===== src/rtl/wallace_26x24_product.sv =====
// Unsigned 24x26 multiplier: Wallace carry-save reduction tree feeding a
// single carry-propagate adder, with a registered 50-bit product.
module wallace_26x24_product (
    input  logic        clk,
    input  logic        rst,
    input  logic [23:0] a,
    input  logic [25:0] b,
    input  logic        in_valid,
    output logic [49:0] z,
    output logic        out_valid
);

    localparam int unsigned A_W    = 24;
    localparam int unsigned B_W    = 26;
    localparam int unsigned Z_W    = A_W + B_W;
    localparam int unsigned LEVELS = 7;
    localparam int unsigned GROUPS = A_W / 3;

    // Row count entering a given reduction level (24,16,11,8,6,4,3 -> 2).
    function automatic int unsigned rows_at(input int unsigned lvl);
        int unsigned n;
        n = A_W;
        for (int unsigned k = 0; k < lvl; k++) begin
            n = 2 * (n / 3) + (n % 3);
        end
        return n;
    endfunction

    logic [Z_W-1:0] rows [A_W];
    logic [Z_W-1:0] nxt  [A_W];
    logic [Z_W-1:0] x;
    logic [Z_W-1:0] y;
    logic [Z_W-1:0] w;
    logic [Z_W-1:0] product_c;

    // Partial products, then 3:2 compression level by level down to two rows.
    // Leftover rows of each level (n mod 3) pass straight through; bit lanes
    // where only two inputs are non-zero reduce to half adders after mapping.
    always_comb begin
        for (int i = 0; i < A_W; i++) begin
            rows[i] = Z_W'(b & {B_W{a[i]}}) << i;
        end
        x = '0;
        y = '0;
        w = '0;
        for (int lvl = 0; lvl < LEVELS; lvl++) begin
            for (int r = 0; r < A_W; r++) begin
                nxt[r] = '0;
            end
            for (int g = 0; g < GROUPS; g++) begin
                if (g < int'(rows_at(lvl) / 3)) begin
                    x = rows[3*g];
                    y = rows[3*g+1];
                    w = rows[3*g+2];
                    nxt[2*g]   = x ^ y ^ w;
                    nxt[2*g+1] = ((x & y) | (x & w) | (y & w)) << 1;
                end
            end
            for (int r = 0; r < A_W; r++) begin
                if (r >= int'(3 * (rows_at(lvl) / 3)) && r < int'(rows_at(lvl))) begin
                    nxt[r - int'(rows_at(lvl) / 3)] = rows[r];
                end
            end
            for (int r = 0; r < A_W; r++) begin
                rows[r] = nxt[r];
            end
        end
        // Final carry-propagate add; carry out of the top bit is always zero.
        product_c = rows[0] + rows[1];
    end

    // Output register: capture on in_valid, hold otherwise, clear on reset.
    always_ff @(posedge clk or posedge rst) begin
        if (rst) begin
            z         <= '0;
            out_valid <= 1'b0;
        end else begin
            out_valid <= in_valid;
            if (in_valid) begin
                z <= product_c;
            end
        end
    end

endmodule


===== config.mk =====
export PLATFORM = sky130hd
export DESIGN_NAME = wallace_26x24_product
export DESIGN_NICKNAME = d
export VERILOG_FILES = /design/src/rtl/wallace_26x24_product.sv
export SDC_FILE = /design/constraint.sdc
export NUM_CORES = 2
export LEC_CHECK = 0
export BUFFER_PORTS_ARGS = -buffer_cell sky130_fd_sc_hd__buf_4
export CAP_MARGIN = 10
export CORE_MARGIN = 5
export CORE_UTILIZATION = 34
export CTS_BUF_LIST = sky130_fd_sc_hd__clkbuf_2 sky130_fd_sc_hd__clkbuf_4 sky130_fd_sc_hd__clkbuf_8
export DETAILED_ROUTE_END_ITERATION = 7
export PLACE_DENSITY = 0.54
export SKIP_LAST_GASP = 1
export SYNTH_ARGS = -nofsm -noshare
export SYNTH_HDL_FRONTEND = slang
export SYNTH_SLANG_ARGS = --single-unit

===== constraint.sdc =====
create_clock -name clk -period 2.3 [get_ports clk]
set_clock_uncertainty 0.1 [all_clocks]
set_input_delay 0.115 -clock clk [delete_from_list [all_inputs] [get_ports clk]]
set_output_delay 0.115 -clock clk [all_outputs]
set_load 0.01 [all_outputs]

==> results by group <==
Timing
  • Fin crit share: 256%
  • RSZ-0062 raised after global routing: yes
  • Endpoints failing setup: 45
  • Worst Max-Slew Pin Slew: 0.692 ns
  • Worst Setup Slack, final: -3.59 ns
  • FMAX: between 0.15 and 0.2 GHz
  • Hold Slack: 0.170 ns
  • Hold Fails Final Rpt: 0
  • Final Slew Violations: 0
  • Slew headroom: 53.9%
  • Total negative setup slack: -137.08 ns
  • Post-layout min period: between 5 and 6 ns

Setup path
  • Reg2Reg Depth: 3
  • Crit-path slowest cell: fa_2
  • Worst Setup End Kind: flip-flop
  • Critical Path Most Common Cell: fa_1
  • Crit Path Max Fanout: 17
  • Required time of the critical path: 2.44 ns
  • Reg-to-reg startpoint: z[48]$_DFFE_PP0P_
  • Kind of critical path: in -> reg
  • Startpoint types: input port
  • Worst R2R End: z[48]$_DFFE_PP0P_
  • Worst endpoint data arrival time: about 6.0 ns
  • Slowest Stage Delay on Critical Path: around 0.65 ns
  • Crit-path cells: buf_12 -> and2_4 -> fa_1 -> inv_2 -> fa_1 -> fa_1 -> fa_2 -> fa_2 -> fa_1 -> inv_2 -> fa_1 -> ha_4 -> a211oi_2 -> o21bai_2 -> buf_4 -> buf_4 -> a221o_1 -> a21oi_2 -> xnor2_2 -> mux2_2
  • Internal reg-to-reg setup slack: 1.17 ns

Floorplanning
  • CORE AREA: approximately 63000 sq um
  • Die ar.: 68500 sq um
  • Initial core utilization: 34.2%
  • IO Count: about 100
  • Rows: 92
  • Die width: 262 um
  • Vert. Die Dim: around 260 um

Finish
  • Fin nets: between 3k and 4k
  • Fillers: 5821
  • Area of the multi-input gates: 20500 sq um
  • Share of cells above drive strength 1: 34.9%
  • Area growth syn-to-layout: 35.3%
  • # diodes: 0
  • Fin area: between 20000 and 30000 sq um
  • Seq. cell area: between 1000 and 1500 sq um

Logic synthesis
  • Synthesized flop and latch total: 51
  • Sequential share of the synthesized area: under 10%
  • Post-synth EDFFs: 0
  • Cell variety after synth: slightly below 60
  • Cell Area, Synth: roughly 22000 sq um
  • Syn_nets: about 3k
  • Top_reg_cell synth: dfrtp_1
  • Synth Instances: between 2k and 2.5k
  • Synth Warn #: 0
  • Syn avg cell area: 9.50 sq um
  • Synth async-reset ratio: 100%

CTS
  • TritonCTS buffer count: 5
  • CTS H-tree depth: 2
  • Worst-Skew Late Latency: around 0.33 ns
  • Root buffer cell: clkbuf_8
  • CTS Sinks: between 50 and 60
  • Clk slew on worst S/H paths: about 0.11 ns
  • Largest buffer count on any clock path: 2
  • CTS tree: built

Placed design
  • Detailed placement HPWL: between 50 and 60 mm
  • Placed cell areas: ~26000 sq um
  • IO Port Bufs: between 100 and 150
  • Final GP Congestion: just under 0.9

Status
  • Violated checks: setup timing
  • Status: finished, violations left

Global routing
  • Pin count of the biggest net entering global routing: between 50 and 60
  • Number of global-route vias before repair: between 15k and 20k
  • Initial antenna violation count: 0
  • GR Util All Layers: a little under 20%
  • GRT overflow: 0
  • First-pass GRT wire length: 105 mm

Run
  • MaxCap Viol Count: 0

Worst hold path
  • Hold path depth: 4
  • Hold crit path type: in -> reg
  • WHS Endpoint: z[0]$_DFFE_PP0P_
  • Hold Crit Start: a[0]

Drt
  • Via density: approximately 4.8
  • DR vias: 16.6k
  • Wire length per cell: 18.9 um
  • DR iter-0 viols: 682
  • DRC viols: 0
  • Drt first pass iters: 5
  • Final WL: 65.3 mm
  • Routed Antenna Nets: 0
-- how the worst max path moves through the flow --
| stage | cells after the start | slack [ns] | start | endpoint |
|---|---|---|---|---|
| finish | 20 | -3.59 | a[12] | z[33]$_DFFE_PP0P_ |
| global route | 22 | -3.76 | b[9] | z[48]$_DFFE_PP0P_ |
| CTS | 24 | -3.60 | b[13] | z[45]$_DFFE_PP0P_ |
| detailed placement | 22 | -4.23 | b[15] | z[45]$_DFFE_PP0P_ |
| global placement | 21 | -4.21 | a[4] | z[45]$_DFFE_PP0P_ |
| floorplan | 21 | -3.54 | a[15] | z[48]$_DFFE_PP0P_ |
-- flip-flops by register name, indices dropped and copies added, names as in the netlist --
name / count
z: 50
out_valid: 1
-- metal layers --
layer | wire length [um] | up-vias | GRT usage [%]
met5 | 0 | - | 0
met4 | 1220 | 0 | 3.90
met3 | 3540 | 75 | 3.13
met2 | 31000 | 398 | 31.3
met1 | 29600 | 8659 | 28.1
li1 | - | 7450 | -
-- Yosys cell counts (5+ instances only) --
cell type	count	area, sq um
o31ai_1	7	52.6
nand3_1	12	60.1
fa_1	534	10700
and3_1	5	31.3
nor3_1	13	65.1
mux2_2	34	383
nand2_1	276	1040
a21o_1	18	135
nor2_1	37	139
xnor2_1	18	158
a21oi_1	51	255
dfrtp_1	51	1280
a211oi_1	7	52.6
o21ai_0	28	140
nor2b_1	5	31.3
nand4_1	15	93.8
inv_1	426	1600
xor2_1	11	96.3
a31oi_1	8	50.1
o21bai_1	7	52.6
ha_1	141	1760
clkbuf_1	118	443
o21a_1	5	37.5
and2_1	387	2420
-- layout by cell type, fill, tap and decap left out, drive strengths merged, types with 7 or more instances in the layout --
cell and n:
nand3 12, xor2 11, fa 534, and2 387
o21ai 31, a211oi 8, ha 141, a21oi 51
inv 426, nand2 276, nor3 13, dfrtp 51
nand4 17, a21o 18, o31ai 9, xnor2 18
buf 447, mux2 34, o21bai 7, clkbuf 11
a31oi 8, nor2 37
-- metrics by stage --
stage / worst slack (ns) / instances / util [%]
5_1_grt: -3.76 / 3455 / 46.3
4_1_cts: -3.60 / 3423 / 44.8
3_3_place_gp: -4.21 / 3369 / 41.2
6_report: -3.59 / 3455 / 46.3
3_5_place_dp: -4.23 / 3369 / 41.2
2_1_floorplan: -3.54 / 2267 / -
-- area by class of cell --
class / count / share of cell area (%)
clock buffers: 5 / 0.236
multi-input cells: 1667 / 70.2
inverters: 426 / 5.49
repair buffers: 457 / 15.8
clock inverters: 3 / 0.232
well taps: 846 / 3.63
flip-flops and latches: 51 / 4.38
-- cell families after synthesis --
family                     share of synthesized area (%)
and+or+nand+nor                                     18.7
DFF                                                 5.93
buffers and inverters                               9.59
xor gates and xnor gates                            1.18
AOI/OAI and AO/OA                                   5.02
muxes                                               1.78
adders and majority gates                           57.8
-- worst max-delay path: cells and delay by family --
family | cells | cell delay, ns
fa+ha+maj | 8 | 3.98
compound gates | 4 | 0.92
mux | 1 | 0.27
xor+xnor | 1 | 0.12
buf+inv | 5 | 0.49
simple gates | 1 | 0.14
-- timing repair --
item,in CTS,in global routing
pin swaps,235,169
endpoints found under the hold margin,52,0
gates resized for setup,380,156
endpoints found under the setup margin,46,46
buffers inserted,40,33
hold buffers,2,0
cloned,7,6
Power is left out: the tool's default activity adds up to more than one toggle a clock period on the data nets, which glitch-free logic cannot reach.
